`src/rtl/lcd_frame_ctrl.sv`:
```
// lcd_frame_ctrl
//   Drives a 16x2 HD44780-style character LCD over its 8-bit write-only bus.
//   After reset it waits T_PWR clocks and then sends the init commands 0x38,
//   0x0C, 0x01 and 0x06. It then redraws the full screen: 0x80, characters
//   0..15, 0xC0, characters 16..31. Each character is fetched from a text
//   source through `index`, and the matching `char_in` value is snapshotted
//   CHAR_LAT+1 clocks after `index` changes.
//
//   Optional feature macro: LCD_AUTO_REFRESH_EN
//     defined     - after each frame the controller waits T_CMD clocks in IDLE
//                   and then starts the next frame. refresh_req is ignored.
//     not defined - a frame is redrawn only when a request is pending.
//
//   Ports
//     clk          system clock
//     rst          asynchronous reset, active low
//     refresh_req  1-clk pulse requesting a redraw
//     char_in      character for the current index
//     index        character position being fetched (0..31)
//     lcd_rs       0 = command, 1 = data
//     lcd_rw       always 0
//     lcd_e        enable strobe
//     lcd_data     data bus
//     init_done    high after the init sequence, until reset
//     busy         high while init or a frame is in progress
//
//   Bus timing of one write (cycle 0 is the first clock with new rs/data):
//     E is high on cycles T_SETUP .. T_SETUP+T_EPW-1.
//     The next write's cycle 0 follows T_CMD clocks after E falls, or T_CLR
//     clocks when the command is clear-display (0x01).
//     rs/data are held from cycle 0 until the next write's cycle 0.
//
//   The FSM state is held in state_q, so checkers can bind to it.
module lcd_frame_ctrl #(
    parameter int T_PWR    = 750000,
    parameter int T_SETUP  = 2,
    parameter int T_EPW    = 12,
    parameter int T_CMD    = 2000,
    parameter int T_CLR    = 82000,
    parameter int CHAR_LAT = 1
) (
    input  logic       clk,
    input  logic       rst,
    input  logic       refresh_req,
    input  logic [7:0] char_in,
    output logic [4:0] index,
    output logic       lcd_rs,
    output logic       lcd_rw,
    output logic       lcd_e,
    output logic [7:0] lcd_data,
    output logic       init_done,
    output logic       busy
);

    localparam int WR_BASE = T_SETUP + T_EPW;
    localparam int CNT_MAX = (T_PWR > WR_BASE + T_CLR) ? T_PWR : WR_BASE + T_CLR;
    localparam int CW      = $clog2(CNT_MAX + 1);

    localparam logic [CW-1:0] PWR_LAST = CW'(T_PWR - 1);
    localparam logic [CW-1:0] E_RISE   = CW'(T_SETUP);
    localparam logic [CW-1:0] E_FALL   = CW'(WR_BASE);
    localparam logic [CW-1:0] CMD_LAST = CW'(WR_BASE + T_CMD - 1);
    localparam logic [CW-1:0] CLR_LAST = CW'(WR_BASE + T_CLR - 1);
    localparam logic [CW-1:0] LAT_LAST = CW'(CHAR_LAT);

    localparam logic [2:0] S_PWR_WAIT = 3'd0;
    localparam logic [2:0] S_INIT     = 3'd1;
    localparam logic [2:0] S_IDLE     = 3'd2;
    localparam logic [2:0] S_ADDR1    = 3'd3;
    localparam logic [2:0] S_CHARS    = 3'd4;
    localparam logic [2:0] S_ADDR2    = 3'd5;

    logic [2:0]    state_q, state_d;
    logic [CW-1:0] cnt_q, cnt_d;
    logic [1:0]    step_q, step_d;
    logic          fetch_q, fetch_d;
    logic [4:0]    index_q, index_d;
    logic          rs_q, rs_d;
    logic [7:0]    data_q, data_d;
    logic          e_q, e_d;
    logic          init_done_q, init_done_d;
    logic          busy_q, busy_d;
    logic          wr_last, start_frame, writing_d;
`ifdef LCD_AUTO_REFRESH_EN
    localparam logic [CW-1:0] IDLE_LAST = CW'(T_CMD - 1);
    logic unused_refresh;
    assign unused_refresh = refresh_req;
`else
    logic pending_q, pending_d;
`endif

    // The last cycle of a write's post-E wait. Clear-display needs the long wait.
    assign wr_last = (!rs_q && data_q == 8'h01) ? (cnt_q == CLR_LAT_SEL_CLR()) : (cnt_q == CMD_LAST);

    function automatic logic [CW-1:0] CLR_LAT_SEL_CLR();
        return CLR_LAST;
    endfunction

    always_comb begin
        state_d     = state_q;
        cnt_d       = cnt_q;
        step_d      = step_q;
        fetch_d     = fetch_q;
        index_d     = index_q;
        rs_d        = rs_q;
        data_d      = data_q;
        init_done_d = init_done_q;
        start_frame = 1'b0;
`ifndef LCD_AUTO_REFRESH_EN
        pending_d   = pending_q;
`endif
        case (state_q)
            S_PWR_WAIT: begin
                if (cnt_q == PWR_LAST) begin
                    state_d = S_INIT;
                    step_d  = 2'd0;
                    cnt_d   = '0;
                    rs_d    = 1'b0;
                    data_d  = 8'h38;
                end else begin
                    cnt_d = cnt_q + 1'b1;
                end
            end
            S_INIT: begin
                if (wr_last) begin
                    cnt_d  = '0;
                    step_d = step_q + 2'd1;
                    case (step_q)
                        2'd0:    data_d = 8'h0C;
                        2'd1:    data_d = 8'h01;
                        2'd2:    data_d = 8'h06;
                        default: begin
                            init_done_d = 1'b1;
                            start_frame = 1'b1;
                        end
                    endcase
                end else begin
                    cnt_d = cnt_q + 1'b1;
                end
            end
            S_ADDR1, S_ADDR2: begin
                if (wr_last) begin
                    state_d = S_CHARS;
                    fetch_d = 1'b1;
                    cnt_d   = '0;
                end else begin
                    cnt_d = cnt_q + 1'b1;
                end
            end
            S_CHARS: begin
                if (fetch_q) begin
                    // Wait out the text source latency, then snapshot the character.
                    if (cnt_q == LAT_LAST) begin
                        fetch_d = 1'b0;
                        cnt_d   = '0;
                        rs_d    = 1'b1;
                        data_d  = char_in;
                    end else begin
                        cnt_d = cnt_q + 1'b1;
                    end
                end else if (wr_last) begin
                    index_d = index_q + 5'd1;
                    cnt_d   = '0;
                    if (index_q == 5'd15) begin
                        state_d = S_ADDR2;
                        rs_d    = 1'b0;
                        data_d  = 8'hC0;
                    end else if (index_q == 5'd31) begin
                        state_d = S_IDLE;
                    end else begin
                        fetch_d = 1'b1;
                    end
                end else begin
                    cnt_d = cnt_q + 1'b1;
                end
            end
            S_IDLE: begin
`ifdef LCD_AUTO_REFRESH_EN
                if (cnt_q == IDLE_LAST) start_frame = 1'b1;
                else                    cnt_d = cnt_q + 1'b1;
`else
                if (pending_q) start_frame = 1'b1;
`endif
            end
            default: begin
                state_d = S_PWR_WAIT;
                cnt_d   = '0;
            end
        endcase

        if (start_frame) begin
            state_d = S_ADDR1;
            cnt_d   = '0;
            rs_d    = 1'b0;
            data_d  = 8'h80;
`ifndef LCD_AUTO_REFRESH_EN
            pending_d = 1'b0;
`endif
        end
`ifndef LCD_AUTO_REFRESH_EN
        // A request in the same clock as the clear still leaves pending set.
        if (refresh_req) pending_d = 1'b1;
`endif

        writing_d = (state_d == S_INIT) || (state_d == S_ADDR1) || (state_d == S_ADDR2) ||
                    (state_d == S_CHARS && !fetch_d);
        e_d       = writing_d && (cnt_d >= E_RISE) && (cnt_d < E_FALL);
        busy_d    = (state_d != S_IDLE);
    end

    always_ff @(posedge clk or negedge rst) begin
        if (!rst) begin
            state_q     <= S_PWR_WAIT;
            cnt_q       <= '0;
            step_q      <= 2'd0;
            fetch_q     <= 1'b0;
            index_q     <= 5'd0;
            rs_q        <= 1'b0;
            data_q      <= 8'h00;
            e_q         <= 1'b0;
            init_done_q <= 1'b0;
            busy_q      <= 1'b1;
`ifndef LCD_AUTO_REFRESH_EN
            pending_q   <= 1'b0;
`endif
        end else begin
            state_q     <= state_d;
            cnt_q       <= cnt_d;
            step_q      <= step_d;
            fetch_q     <= fetch_d;
            index_q     <= index_d;
            rs_q        <= rs_d;
            data_q      <= data_d;
            e_q         <= e_d;
            init_done_q <= init_done_d;
            busy_q      <= busy_d;
`ifndef LCD_AUTO_REFRESH_EN
            pending_q   <= pending_d;
`endif
        end
    end

    assign index     = index_q;
    assign lcd_rs    = rs_q;
    assign lcd_rw    = 1'b0;
    assign lcd_e     = e_q;
    assign lcd_data  = data_q;
    assign init_done = init_done_q;
    assign busy      = busy_q;

endmodule

```
`config.mk`:
```
export PLATFORM = sky130hd
export DESIGN_NAME = lcd_frame_ctrl
export DESIGN_NICKNAME = d
export VERILOG_FILES = /design/src/rtl/lcd_frame_ctrl.sv
export SDC_FILE = /design/constraint.sdc
export NUM_CORES = 1
export LEC_CHECK = 0
export ABC_CLOCK_PERIOD_IN_PS = 8200
export BUFFER_PORTS_ARGS = -buffer_cell sky130_fd_sc_hd__buf_2
export CORE_ASPECT_RATIO = 0.75
export CORE_MARGIN = 3
export CORE_UTILIZATION = 40
export DETAILED_ROUTE_END_ITERATION = 7
export MAX_ROUTING_LAYER = met4
export PLACE_DENSITY = 0.59
export SKIP_LAST_GASP = 1
export SYNTH_ARGS = -nofsm -noshare
export SYNTH_HDL_FRONTEND = slang
export SYNTH_SLANG_ARGS = --single-unit
```
`constraint.sdc`:
```
create_clock -name clk -period 8.2 [get_ports clk]
set_input_delay 2.05 -clock clk [delete_from_list [all_inputs] [get_ports clk]]
set_output_delay 2.05 -clock clk [all_outputs]
set_load 0.05 [all_outputs]
```
==> impl_metrics.tcl <==
set metrics [dict create \
    critical_path_class "flip-flop to flip-flop" \
    seq_area_frac_synth 0.367 \
    via_per_inst 6.12 \
    ys.flop_type "dfrtp_1" \
    period_minus_slack_ns 3.56 \
    first_global_vias 2516 \
    wl_um 8580 \
    ys_types 64 \
    drv_slew 0 \
    drive_gt1_frac 0.160 \
    drtAntennaViolNets 0 \
    synth_top_area_frac 0.358 \
    fp-row-count 26 \
    synth_area_leaders "dfrtp_1, nand2_1, o21ai_0" \
    hold_ws_ns 0.481 \
    max-cap-violations 0 \
    fmax_mhz 281 \
    die_h_um 81.1 \
    cp_max_fo 16 \
    numCtsBuffers 5 \
    firstDrtPassIters 5 \
    outcome "complete, no violations" \
    globalRouteOverflowTotal 0 \
    ys_ff_latch 44 \
    synth_fp_nets 373 \
    power_leakage_nw 1.36 \
    cts_tree "done" \
    fillCellCount 705 \
    multi_input_area_sq_um 1750 \
    grt_usage 0.213 \
    crit_arrival_ns 3.77 \
    place_ws_ns 4.70 \
    clk_pin_slew_worst_paths_ns 0.09 \
    synthToLayoutAreaGrowth_pct 8.95 \
    synthesis.area_sq_um 3000 \
    start_util 0.426 \
    synthTopCellsByCount "dfrtp_1, nand2_1, o21ai_0" \
    setup_viol 0 \
    final.setup.tns_ns 0 \
    yosysWarnings 0 \
    rsz0062_at_grt "no" \
    avgRoutedWirePerCell_um 18.4 \
    hold_class "flip-flop to flip-flop" \
    relSlewSlack 0.325 \
    antenna_found_initial 0 \
    yosysTopAreaCell "dfrtp_1" \
    synth-async-reset-ratio 1.00 \
    tightestPinTransition_ns 1.01 \
    gp_congestion 0.983 \
    final_cell_area_sq_um 3270 \
    place_area_sq_um 3160 \
    post_cts_buffers 0 \
    seq_area_sq_um 1100 \
    grt_max_degree 45 \
    drc_errors 0 \
    synthCells 352 \
    critical_path_required_ns 8.42 \
    h-tree-depth 2 \
    num_vias 2853 \
    fin_worst_skew_ns 0.00591 \
    cts_root_buf "clkbuf_8" \
    end_kind "flip-flop" \
    syn_area_per_cell_sq_um 8.53 \
    vdd_drop_max_mv 0.0620 \
    synth.most_common_cell "dfrtp_1" \
    portBuffers 27 \
    diodes 0 \
    fin_ws_ns 4.64 \
    cts_resized 0 \
    grt_pass1_wl_um 13800 \
    dp_hpwl_um 6350 \
    cts.sinks 44 \
    die_area_sq_um 8600 \
    clock_latency_ns 0.31 \
    total_power_uw 396 \
    final_nets 388 \
    synth_edf_count 0 \
    chipWidth_um 106 \
    hold_buffers 0 \
    clk_path_buf_depth 2 \
    finalCritPeriodShare 0.434 \
    drtIter0Drc 369 \
    core-area_sq_um 7060 \
    cp-start-kind "flip-flop" \
    hold_viol 0 \
    power_density_nw_per_um2 121 \
    io_pins 29 \
]
path summary, 6_finish.rpt:
path	cells past startpoint	startpoint	to	slack (ns)
hold / removal	1	init_done	init_done	0.48
setup reg to reg	9	cnt_q[8]	lcd_e	4.64
max in group asynchronous	1	rst	cnt_q[8]	5.67
setup / recovery	9	cnt_q[8]	lcd_e	4.64
hold reg to reg	1	init_done	init_done	0.48
min in group asynchronous	1	rst	lcd_data[3]	1.91
report_power, final:
part	total (mW)	leakage [nW]	internal, mW	switching [mW]
Clock	0.172	0.0541	0.0902	0.0814
Combinational	0.00756	0.761	0.00166	0.00589
Sequential	0.217	0.550	0.217	0.0000000000000000212
Total	0.396	1.36	0.309	0.0873
final cells by class:
type	count	area share
clock inverter	3	0.0130
inverter	11	0.0126
timing repair buffer	28	0.0436
tap	98	0.0375
multi-input combinational	277	0.536
sequential	44	0.337
clock buffer	5	0.0210
critical path: stages, from the launching register on:
cell     delay [ns]
dfrtp_1        0.59
nand2_1        0.13
or4_4          0.51
mux2i_4        0.36
a21oi_2        0.32
nor2_4         0.39
o21ai_0        0.14
a31o_2         0.29
or4_4          0.48
nor4_2         0.26
cells by family after synthesis:
kind of cell    after synthesis  share of synthesized area
mux                           3                     0.0146
simple gates                160                      0.289
other cells                   1                    0.00125
buf+inv                      31                     0.0496
compound gates              100                      0.228
fa+ha+maj                    10                     0.0416
xor+xnor                      3                    0.00875
flops                        44                      0.367
layer usage:
metal	up-vias	GRT usage	part of all wire
li1	1338	-	-
met4	0	0.0505	0.010
met2	161	0.277	0.39
met5	-	-	0
met1	1342	0.332	0.50
met3	12	0.0421	0.095
metrics by stage:
step	utilization	instances
final	0.464	466
after global routing	0.464	466
after floorplan	-	352
after global placement	0.448	458
after detailed placement	0.448	458
after CTS	0.464	466
sequential cells by signal, summed over array words and instances, names as in the netlist:
register,cells
busy,1
step_q,2
pending_q,1
index,5
lcd_data,8
state_q,3
init_done,1
fetch_q,1
cnt_q,20
lcd_rs,1
lcd_e,1
cell usage in the layout, fill, tap and decap left out, drive strengths merged, types with 3 or more instances in the layout:
master / count
dfrtp: 43
nand2: 43
o21ai: 31
buf: 28
nor2: 26
nand3: 17
a21oi: 15
nor4: 14
and3: 11
o22ai: 11
nor3: 11
nand4: 11
inv: 10
ha: 10
nand2b: 8
a211oi: 6
clkbuf: 5
and2: 5
o41ai: 4
a31oi: 4
o31ai: 3
o211ai: 3
a22o: 3
nor3b: 3
a31o: 3
No activity file was read; power rests on OpenSTA's default activity.
